## src/rtl/issue_scoreboard_staller_pkg.sv

```systemverilog
// Shared constants and types for the issue scoreboard staller.
// Optional store/load base-register alias check: SW_LW_ALIAS_CHECK_EN.
package issue_scoreboard_staller_pkg;

  localparam int ISSUE_WIDTH_DEF = 2;
  localparam int REG_AW_DEF      = 3;
  localparam int LOAD_LAT_DEF    = 2;
  localparam int PERF_W_DEF      = 16;
  // Scoreboard counter width; holds LOAD_LAT-1 for LOAD_LAT up to 7.
  localparam int SB_W            = 3;

  typedef enum logic [1:0] {
    CLS_ALU   = 2'd0,
    CLS_LOAD  = 2'd1,
    CLS_STORE = 2'd2,
    CLS_NONE  = 2'd3
  } op_class_e;

  function automatic int src_w(input int reg_aw);
    return reg_aw + 1;
  endfunction

  function automatic op_class_e slot_class(input logic is_load, input logic is_store);
    if (is_load)       return CLS_LOAD;
    else if (is_store) return CLS_STORE;
    else               return CLS_ALU;
  endfunction

endpackage

```

## src/rtl/issue_scoreboard_staller_if.sv

```systemverilog
// Decode-group interface between the ID_RF stage and the issue staller.
// Optional store/load alias check macro: SW_LW_ALIAS_CHECK_EN (no signals change).
interface issue_scoreboard_staller_if
  import issue_scoreboard_staller_pkg::*;
#(
  parameter int ISSUE_WIDTH = ISSUE_WIDTH_DEF,
  parameter int REG_AW      = REG_AW_DEF,
  parameter int PERF_W      = PERF_W_DEF
);
  localparam int SRC_W = src_w(REG_AW);

  // Handshake: the decoder holds every in_* field stable while enable is low.
  // issue_valid[k] high means slot k is accepted into RF_EX this cycle;
  // enable high means the whole group is consumed and a new one may follow.
  logic [ISSUE_WIDTH-1:0]        in_valid;
  logic [ISSUE_WIDTH*SRC_W-1:0]  in_src1;
  logic [ISSUE_WIDTH*SRC_W-1:0]  in_src2;
  logic [ISSUE_WIDTH*REG_AW-1:0] in_dest;
  logic [ISSUE_WIDTH-1:0]        in_dest_we;
  logic [ISSUE_WIDTH-1:0]        in_is_load;
  logic [ISSUE_WIDTH-1:0]        in_is_store;
  logic                          flush;
  logic [ISSUE_WIDTH-1:0]        issue_valid;
  logic                          enable;
  logic [PERF_W-1:0]             stall_cnt;
  logic [ISSUE_WIDTH-1:0]        dbg_issued_mask;

  modport master (
    output in_valid, in_src1, in_src2, in_dest, in_dest_we, in_is_load, in_is_store, flush,
    input  issue_valid, enable, stall_cnt, dbg_issued_mask
  );

  modport slave (
    input  in_valid, in_src1, in_src2, in_dest, in_dest_we, in_is_load, in_is_store, flush,
    output issue_valid, enable, stall_cnt, dbg_issued_mask
  );

endinterface

```

## src/rtl/issue_scoreboard.sv

```systemverilog
// Per-register load-latency countdown scoreboard; busy[r] while sb[r] != 0.
// Issued writers set their destination counter, youngest slot winning.
module issue_scoreboard
  import issue_scoreboard_staller_pkg::*;
#(
  parameter int ISSUE_WIDTH = ISSUE_WIDTH_DEF,
  parameter int REG_AW      = REG_AW_DEF,
  parameter int LOAD_LAT    = LOAD_LAT_DEF
)(
  input  logic                               clock,
  input  logic                               reset,
  input  logic [ISSUE_WIDTH-1:0]             set_valid,
  input  logic [ISSUE_WIDTH-1:0][REG_AW-1:0] set_addr,
  input  logic [ISSUE_WIDTH-1:0]             set_is_load,
  output logic [2**REG_AW-1:0]               busy
);
  localparam int NUM_REGS = 2**REG_AW;
  localparam logic [SB_W-1:0] LOAD_SET = SB_W'(LOAD_LAT - 1);

  logic [SB_W-1:0] sb      [NUM_REGS];
  logic [SB_W-1:0] sb_next [NUM_REGS];

  always_comb begin
    for (int r = 0; r < NUM_REGS; r++) begin
      sb_next[r] = (sb[r] != '0) ? sb[r] - 1'b1 : '0;
      // Ascending slot order lets the youngest writer override older ones.
      for (int k = 0; k < ISSUE_WIDTH; k++) begin
        if (set_valid[k] && (set_addr[k] == REG_AW'(r)))
          sb_next[r] = set_is_load[k] ? LOAD_SET : '0;
      end
    end
  end

  always_ff @(posedge clock) begin
    for (int r = 0; r < NUM_REGS; r++) begin
      if (reset) sb[r] <= '0;
      else       sb[r] <= sb_next[r];
    end
  end

  always_comb begin
    busy = '0;
    for (int r = 0; r < NUM_REGS; r++) busy[r] = (sb[r] != '0);
  end

endmodule

```

## src/rtl/issue_scoreboard_staller.sv

```systemverilog
// In-order prefix issue of an ISSUE_WIDTH decode group with split-issue hold.
// Define SW_LW_ALIAS_CHECK_EN to hold loads behind same-base older stores.
module issue_scoreboard_staller
  import issue_scoreboard_staller_pkg::*;
#(
  parameter int ISSUE_WIDTH = ISSUE_WIDTH_DEF,
  parameter int REG_AW      = REG_AW_DEF,
  parameter int LOAD_LAT    = LOAD_LAT_DEF,
  parameter int PERF_W      = PERF_W_DEF
)(
  input logic                        clock,
  input logic                        reset,
  issue_scoreboard_staller_if.slave  bus
);
  localparam int NUM_REGS = 2**REG_AW;
  localparam int SRC_W    = src_w(REG_AW);

  logic [ISSUE_WIDTH-1:0]             issued_mask;
  logic [ISSUE_WIDTH-1:0]             ready;
  logic [ISSUE_WIDTH-1:0]             prefix_iv;
  logic [ISSUE_WIDTH-1:0]             issue_valid;
  logic                               enable;
  logic                               older_ok;
  logic [NUM_REGS-1:0]                busy;
  logic [PERF_W-1:0]                  stall_cnt;
  logic [ISSUE_WIDTH-1:0][SRC_W-1:0]  src1;
  logic [ISSUE_WIDTH-1:0][SRC_W-1:0]  src2;
  logic [ISSUE_WIDTH-1:0][REG_AW-1:0] dest;

  assign src1 = bus.in_src1;
  assign src2 = bus.in_src2;
  assign dest = bus.in_dest;

  always_comb begin
    ready = '0;
    for (int k = 0; k < ISSUE_WIDTH; k++) begin
      ready[k] = bus.in_valid[k] & ~issued_mask[k];
      if (src1[k][SRC_W-1] && busy[src1[k][REG_AW-1:0]]) ready[k] = 1'b0;
      if (src2[k][SRC_W-1] && busy[src2[k][REG_AW-1:0]]) ready[k] = 1'b0;
      // No same-cycle forwarding: an older unissued writer blocks its readers.
      for (int j = 0; j < k; j++) begin
        if (bus.in_valid[j] && bus.in_dest_we[j] && !issued_mask[j]) begin
          if (src1[k][SRC_W-1] && (src1[k][REG_AW-1:0] == dest[j])) ready[k] = 1'b0;
          if (src2[k][SRC_W-1] && (src2[k][REG_AW-1:0] == dest[j])) ready[k] = 1'b0;
        end
`ifdef SW_LW_ALIAS_CHECK_EN
        if (bus.in_valid[j] && !issued_mask[j] &&
            (slot_class(bus.in_is_load[j], bus.in_is_store[j]) == CLS_STORE) &&
            (slot_class(bus.in_is_load[k], bus.in_is_store[k]) == CLS_LOAD) &&
            (src1[j][REG_AW-1:0] == src1[k][REG_AW-1:0]))
          ready[k] = 1'b0;
`endif
      end
    end
  end

`ifndef SW_LW_ALIAS_CHECK_EN
  logic unused_is_store;
  assign unused_is_store = ^bus.in_is_store;
`endif

  always_comb begin
    older_ok  = 1'b1;
    prefix_iv = '0;
    for (int k = 0; k < ISSUE_WIDTH; k++) begin
      prefix_iv[k] = ready[k] & older_ok;
      older_ok     = older_ok & (issued_mask[k] | prefix_iv[k] | ~bus.in_valid[k]);
    end
  end

  assign enable      = bus.flush | (&(issued_mask | prefix_iv | ~bus.in_valid));
  assign issue_valid = bus.flush ? '0 : prefix_iv;

  issue_scoreboard #(
    .ISSUE_WIDTH (ISSUE_WIDTH),
    .REG_AW      (REG_AW),
    .LOAD_LAT    (LOAD_LAT)
  ) u_sb (
    .clock       (clock),
    .reset       (reset),
    .set_valid   (issue_valid & bus.in_dest_we),
    .set_addr    (dest),
    .set_is_load (bus.in_is_load),
    .busy        (busy)
  );

  always_ff @(posedge clock) begin
    if (reset)       issued_mask <= '0;
    else if (enable) issued_mask <= '0;
    else             issued_mask <= issued_mask | issue_valid;
  end

  always_ff @(posedge clock) begin
    if (reset)
      stall_cnt <= '0;
    else if (!enable && !bus.flush && (stall_cnt != '1))
      stall_cnt <= stall_cnt + 1'b1;
  end

  assign bus.issue_valid     = issue_valid;
  assign bus.enable          = enable;
  assign bus.stall_cnt       = stall_cnt;
  assign bus.dbg_issued_mask = issued_mask;

endmodule
```

## src/flat_wrapper.sv

```systemverilog
// flat-port wrapper written by rule: the top's interface ports become plain ports
module issue_scoreboard_staller_flat import issue_scoreboard_staller_pkg::*;
#(
  parameter int ISSUE_WIDTH = ISSUE_WIDTH_DEF,
  parameter int REG_AW      = REG_AW_DEF,
  parameter int LOAD_LAT    = LOAD_LAT_DEF,
  parameter int PERF_W      = PERF_W_DEF
)
  (clock, reset, bus_in_valid, bus_in_src1, bus_in_src2, bus_in_dest, bus_in_dest_we, bus_in_is_load, bus_in_is_store, bus_flush, bus_issue_valid, bus_enable, bus_stall_cnt, bus_dbg_issued_mask);
  issue_scoreboard_staller_if #(.ISSUE_WIDTH(ISSUE_WIDTH), .REG_AW(REG_AW), .PERF_W(PERF_W)) bus_i ();
  input logic clock;
  input logic reset;
  input wire logic [$bits(bus_i.in_valid)-1:0] bus_in_valid;
  input wire logic [$bits(bus_i.in_src1)-1:0] bus_in_src1;
  input wire logic [$bits(bus_i.in_src2)-1:0] bus_in_src2;
  input wire logic [$bits(bus_i.in_dest)-1:0] bus_in_dest;
  input wire logic [$bits(bus_i.in_dest_we)-1:0] bus_in_dest_we;
  input wire logic [$bits(bus_i.in_is_load)-1:0] bus_in_is_load;
  input wire logic [$bits(bus_i.in_is_store)-1:0] bus_in_is_store;
  input wire logic [$bits(bus_i.flush)-1:0] bus_flush;
  output wire logic [$bits(bus_i.issue_valid)-1:0] bus_issue_valid;
  output wire logic [$bits(bus_i.enable)-1:0] bus_enable;
  output wire logic [$bits(bus_i.stall_cnt)-1:0] bus_stall_cnt;
  output wire logic [$bits(bus_i.dbg_issued_mask)-1:0] bus_dbg_issued_mask;
  assign bus_i.in_valid = bus_in_valid;
  assign bus_i.in_src1 = bus_in_src1;
  assign bus_i.in_src2 = bus_in_src2;
  assign bus_i.in_dest = bus_in_dest;
  assign bus_i.in_dest_we = bus_in_dest_we;
  assign bus_i.in_is_load = bus_in_is_load;
  assign bus_i.in_is_store = bus_in_is_store;
  assign bus_i.flush = bus_flush;
  assign bus_issue_valid = bus_i.issue_valid;
  assign bus_enable = bus_i.enable;
  assign bus_stall_cnt = bus_i.stall_cnt;
  assign bus_dbg_issued_mask = bus_i.dbg_issued_mask;
  issue_scoreboard_staller #(.ISSUE_WIDTH(ISSUE_WIDTH), .REG_AW(REG_AW), .LOAD_LAT(LOAD_LAT), .PERF_W(PERF_W)) u_core (.clock(clock), .reset(reset), .bus(bus_i));
endmodule
```

## config.mk

```make
export PLATFORM = sky130hd
export DESIGN_NAME = issue_scoreboard_staller_flat
export DESIGN_NICKNAME = d
export VERILOG_FILES = /design/src/rtl/issue_scoreboard_staller_pkg.sv /design/src/rtl/issue_scoreboard_staller_if.sv /design/src/rtl/issue_scoreboard.sv /design/src/rtl/issue_scoreboard_staller.sv /design/src/flat_wrapper.sv
export SDC_FILE = /design/constraint.sdc
export NUM_CORES = 1
export LEC_CHECK = 0
export BUFFER_PORTS_ARGS = -buffer_cell sky130_fd_sc_hd__buf_2
export CORE_AREA = 2 2 76 78
export CTS_CLUSTER_DIAMETER = 30
export DETAILED_ROUTE_END_ITERATION = 10
export DIE_AREA = 0 0 78 80
export MAX_ROUTING_LAYER = met4
export PLACE_DENSITY_LB_ADDON = 0.05
export SETUP_SLACK_MARGIN = 0.4
export SYNTH_ARGS = -nofsm -noshare
export SYNTH_HDL_FRONTEND = slang
export SYNTH_SLANG_ARGS = --single-unit
```

## constraint.sdc

```tcl
create_clock -name clock -period 3 [get_ports clock]
set_input_delay 0.3 -clock clock [delete_from_list [all_inputs] [get_ports clock]]
set_output_delay 0.3 -clock clock [all_outputs]
set_load 0.005 [all_outputs]
```

## Word level (Yosys, flattened, before mapping)

Memories as Yosys holds them, arrays and structs flattened.
Index checks and enable logic that the tools add are counted.

- Register bits: 18
- Bits in writable memories: 24
- Logic and storage cells: 149
- Memories kept: 1
- Input bits: 33
- Output and inout port bits: 21

Memories:

| memory | words | width | rd ports | clocked after memory_dff | write ports | line | source |
|---|---|---|---|---|---|---|---|
| u_core.u_sb.sb | 8 | 3 | 8 | 0 | 8 | issue_scoreboard.sv:20 | `logic [SB_W-1:0] sb [NUM_REGS];` |

- Equal/unequal tests: 17
- $add $sub $neg: 9
- Bitwise gates (word level): 22
- Reduce and logical (&&, ||, !) cells: 41
- Multiplexer cells: 53
- $lt $le $gt $ge: 4

Operator list:

| cell | count |
|---|---|
| two-way mux 3 bit | 32 |
| logical AND 1 bit | 26 |
| == test 3 bit (second input constant) | 8 |
| nonzero test 3 bit | 8 |
| subtractor 3 x 1 -> 3 bit (second input constant) | 8 |
| adder 16 x 1 -> 16 bit (second input constant) | 1 |
| less-than comparator 3 x 4 -> 1 bit (second input constant) | 4 |
| two-way mux 1 bit | 16 |
| inequality test 16 bit (second input constant) | 1 |
| binary-select mux 1 bit (select 3 bit) | 4 |
| == test 3 x 2 -> 1 bit (second input constant) | 4 |
| bitwise OR 1 bit | 11 |
| == test 3 x 1 -> 1 bit (second input constant) | 2 |
| == test 3 bit | 2 |
| logical NOT 3 bit | 2 |
| bitwise OR 2 bit | 3 |
| AND 1 bit | 3 |
| logical NOT 1 bit | 3 |
| inverter 1 bit | 3 |
| AND 2 bit | 1 |
| two-way mux 2 bit | 1 |
| inverter 2 bit | 1 |
| AND reduction 2 bit | 1 |
| OR reduction 2 bit | 1 |

## Depth between registers and ports, before layout

An unclocked memory read counts as a cell.

- Word-level depth: 18
- Gate-level depth with buffers: 12

## By module

From an unflattened synthesis, not the netlist that was laid out.

- Cell total of the unflattened synthesis: 313
- Area, all modules: 2,768.9 um2

Modules (own cells, without submodules):

| module | seq. area each (um2) | area each (um2) | instances | cells an instance |
|---|---|---|---|---|
| issue_scoreboard | 480.5 | 1,390.1 | 1 | 149 |
| issue_scoreboard_staller | 360.3 | 1,378.8 | 1 | 164 |

## Least setup slack after synthesis

No wires, ideal clock.

- Kind: flip-flop to flip-flop
- From: mem u_core.u_sb.sb[1][0] (netlist: u_core.u_sb.sb[0][3])
- To: reg u_core.stall_cnt[11] (netlist: u_core.bus.stall_cnt[11])
- Stages on the path, launching flop included: 11
- Data arrival time: 2.618 ns
- Path slack: 0.312 ns
- Buffers on the path: 0
- Library setup time: 0.070 ns
- Required time: 2.930 ns
- Cells stage by stage: dfxtp_1 -> inv_1 -> ha_1 -> ha_1 -> mux4_1 -> mux2_2 -> o22a_4 -> nor2_8 -> o21ai_2 -> or4_1 -> a21oi_1

RTL lines:

| what | line | source |
|---|---|---|
| start: declaration | issue_scoreboard.sv:20 |  |
| end signal: assignment | issue_scoreboard_staller.sv:97 | `stall_cnt <= stall_cnt + 1'b1;` |
| end: declaration | issue_scoreboard_staller.sv:25 | `logic [PERF_W-1:0] stall_cnt;` |

==> results.yml <==
grt:
  track_usage_pct: 22.9
  grt_max_degree: 35
  antenna_found_initial: 0
  grt_pass1_wl_um: 11000
  grt_overflow: 0
  grt_pass1_vias: 2308
drt:
  wl_per_cell_um: 16.0
  vias: 2537
  drt_pass1_iterations: 4
  drc: 0
  drt_first_iter_violations: 151
  drt_wl_total_um: 7120
  via_per_inst: 5.71
  ant_nets: 0
timing:
  tns_ns: 0
  min_period_ns: 2.87
  period_share_pct: 95.7
  relSlewSlack_pct: 53.0
  worst_pin_slew_ns: 0.705
  holdWs_ns: 0.299
  slew_viol_final: 0
  fin_skew_ns: 0.00835
  fin_ws_ns: 0.128
  rsz0062_at_grt: "yes"
  fmax_ghz: 0.348
  hold_violations: 0
  setup_violations: 0
setup_path:
  crit_required_ns: 3.23
  path_common_cell: "ha_4"
  path_cells: "inv_2 -> ha_4 -> ha_4 -> mux4_2 -> mux2_4 -> o22a_4 -> nor2_8 -> o21ai_4 -> buf_6 -> or4b_4 -> a21oi_2"
  crit_slowest_cell: "or4b_4"
  endpoint_kind: "register"
  crit_fanout: 7
  worst_setup_path_start_kind: "register"
  r2r_setup_slack_ns: 0.13
  critPathLaunch: "u_core.u_sb.sb[0][6]"
  regToRegStartpoint: "u_core.u_sb.sb[0][6]"
  cpPeakStageDelay_ns: 0.48
  reg2regPathDepth: 11
  rr_endpoint: "u_core.bus.stall_cnt[15]"
  setup.worst_path.class: "reg2reg"
  cp_data_arrival_time_ns: 3.11
synthesis:
  synth-adder-area-share_pct: 8.07
  synth_area_um2: 2640
  synth-xor-area-share_pct: 2.66
  ys_seq_area_share_pct: 31.9
  ys_seq_elements: 42
  synthesis.nets: 346
  synth_compound_area_share_pct: 13.5
  ys_warn_count: 0
  synth_ff_type: "dfxtp_1"
  synth-simple-area-share_pct: 26.2
  synth_top_family_by_area: "simple AND/OR/NAND/NOR gates"
  synthMuxAreaShare_pct: 10.5
  syn_area_per_cell_um2: 8.91
  synthArstFlopShare_pct: 0
  synth_edf_count: 0
  synth_cells: 296
  ys_types: 49
final_layout:
  layout_common_cells: "buf_2, dfxtp_1, nor2_1, inv_1, buf_4"
  drive_gt1_share_pct: 48.1
  final_common_cell: "buf_2"
  area_growth_syn_to_layout_pct: 41.4
  fin_nets: 421
  n_antenna_cell: 0
  postLayoutCoreUtil_pct: 69.0
floorplan:
  core_um2: 5410
  die_w_um: 78
  ios: 54
  die_area_um2: 6240
  initial_core_util_pct: 48.8
  num_rows: 27
  die_h_um: 80
run_status:
  outcome: "completed"
placed_design:
  io_buffers: 51
  routabilityCongestion: 0.917
  place_hpwl_um: 4530
  pre_cts_ws_ns: 0.101
clocking:
  cts.sinks: 42
  cts_root_buffer: "clkbuf_8"
  clk_pin_slew_worst_paths_ns: 0.09
  clk_path_buf_depth: 2
  cts_tree: "done"
  insertion_delay_ns: 0.30
  ctsHtreeMaxLevel: 2
  cts_buffers: 5
power_and_ir_drop:
  total_power_mw: 3.67
  vdd_drop_max_mv: 0.520
  clkPwrFrac_pct: 10.2
  power_density_nw_per_um2: 985
  internal-power_mw: 2.26
  power_switching_mw: 1.41
  p_leak_nw: 1.40
  pwr-share-seq_pct: 21.7
  pwr-share-comb_pct: 68.1
  switching_share_pct: 38.4
worst_hold_path:
  hold-path-cell-count: 3
  worstHoldPathType: "in2reg"
  min_to: "u_core.u_sb.sb[0][0]"
  hold_start: "bus_in_is_load[1]"
job:
  drv_cap: 0
-- area by class of cell --
class                      count  area [µm²]
multi-input combinational    213        2070
fill                         455        1680
tap                           72        90.1
clock inverter                 3        21.3
inverter                      32         120
timing repair buffer          77         507
sequential                    42         851
clock buffer                   5        68.8
-- state kept, by name (all words and copies together), names as in the netlist --
register and count:
u_core.bus.dbg_issued_mask 2, u_core.bus.stall_cnt 16, u_core.u_sb.sb 24
-- routing by layer --
layer  up-vias  GRT usage (%)  wire (µm)  part of all wire, %
met5         -              -          0                    0
met4         0           5.61         60                 0.84
met3         6           4.86        358                  5.0
met2        72           35.3       3430                   48
met1      1211           31.0       3270                   46
li1       1248              -          -                    -
-- through the flow --
stage	cell area, µm²	std cells
after global placement	3030	408
after global routing	3730	444
after detailed placement	3030	408
final	3730	444
after floorplan	2730	296
after CTS	3390	432
-- synth_stat cells (all sizes together), types with 2 or more instances --
library cell,instances,share of area [%]
nand2,10,1.4
and3,4,0.95
xnor2,6,2.0
mux2,4,1.7
buf,5,1.6
or4,12,3.4
nor4b,2,0.66
a211oi,12,3.4
or3,8,1.9
nor4,9,3.1
nor2,32,5.2
inv,32,4.6
a311oi,2,0.90
clkbuf,7,1.0
o31ai,6,1.7
mux2i,6,2.3
ha,17,8.1
o21ai,10,2.0
xor2,2,0.66
and4,2,0.66
nand4b,2,0.66
nor3b,2,0.57
a21oi,14,2.7
nor3,10,1.9
nand3,11,2.3
dfxtp,42,32
nand4,6,1.4
mux4,7,6.5
or4b,2,0.76
-- worst max-delay path by stage --
stage                          endpoint  slack, ns  cells after the start
2_1_floorplan      u_core.u_sb.sb[0][4]       0.40                     11
3_3_place_gp   u_core.bus.stall_cnt[11]       0.12                     10
3_5_place_dp    u_core.bus.stall_cnt[9]       0.10                     10
4_1_cts              bus_issue_valid[1]       0.18                     10
5_1_grt                      bus_enable       0.05                     10
6_report       u_core.bus.stall_cnt[15]       0.13                     11
-- worst max-delay path, delay by kind of cell (launching register included) --
family	cells	cell delay [ns]
compound gates	3	0.50
flops	1	0.35
fa+ha+maj	2	0.33
simple gates	2	0.66
buf+inv	2	0.21
mux	2	0.76
-- logic make-up after synthesis --
kind of cell,after synthesis
AND/OR/NAND/NOR,117
XOR/XNOR,8
adder cells (fa/ha/maj),17
multiplexers,17
AO/OA/AOI/OAI,51
flip-flops,42
buffers and inverters,44
-- repair_timing --
| action | CTS | global route |
|---|---|---|
| cloned | 2 | 2 |
| pin swaps | 25 | 28 |
| gates resized for setup | 40 | 45 |
| setup endpoints to repair | 36 | 43 |
| hold buffers | 0 | 0 |
| buffers inserted | 14 | 10 |
-- power by group through the flow --
stage | logic [mW] | registers (mW) | clock network (mW)
after floorplan | 1.30 | 0.776 | 0
after global placement | 1.59 | 0.784 | 0
after detailed placement | 1.65 | 0.788 | 0
after CTS | 2.08 | 0.787 | 0.384
after global routing | 2.74 | 0.811 | 0.408
final | 2.50 | 0.795 | 0.375
Note: power is estimated with default switching activity, not from simulation.
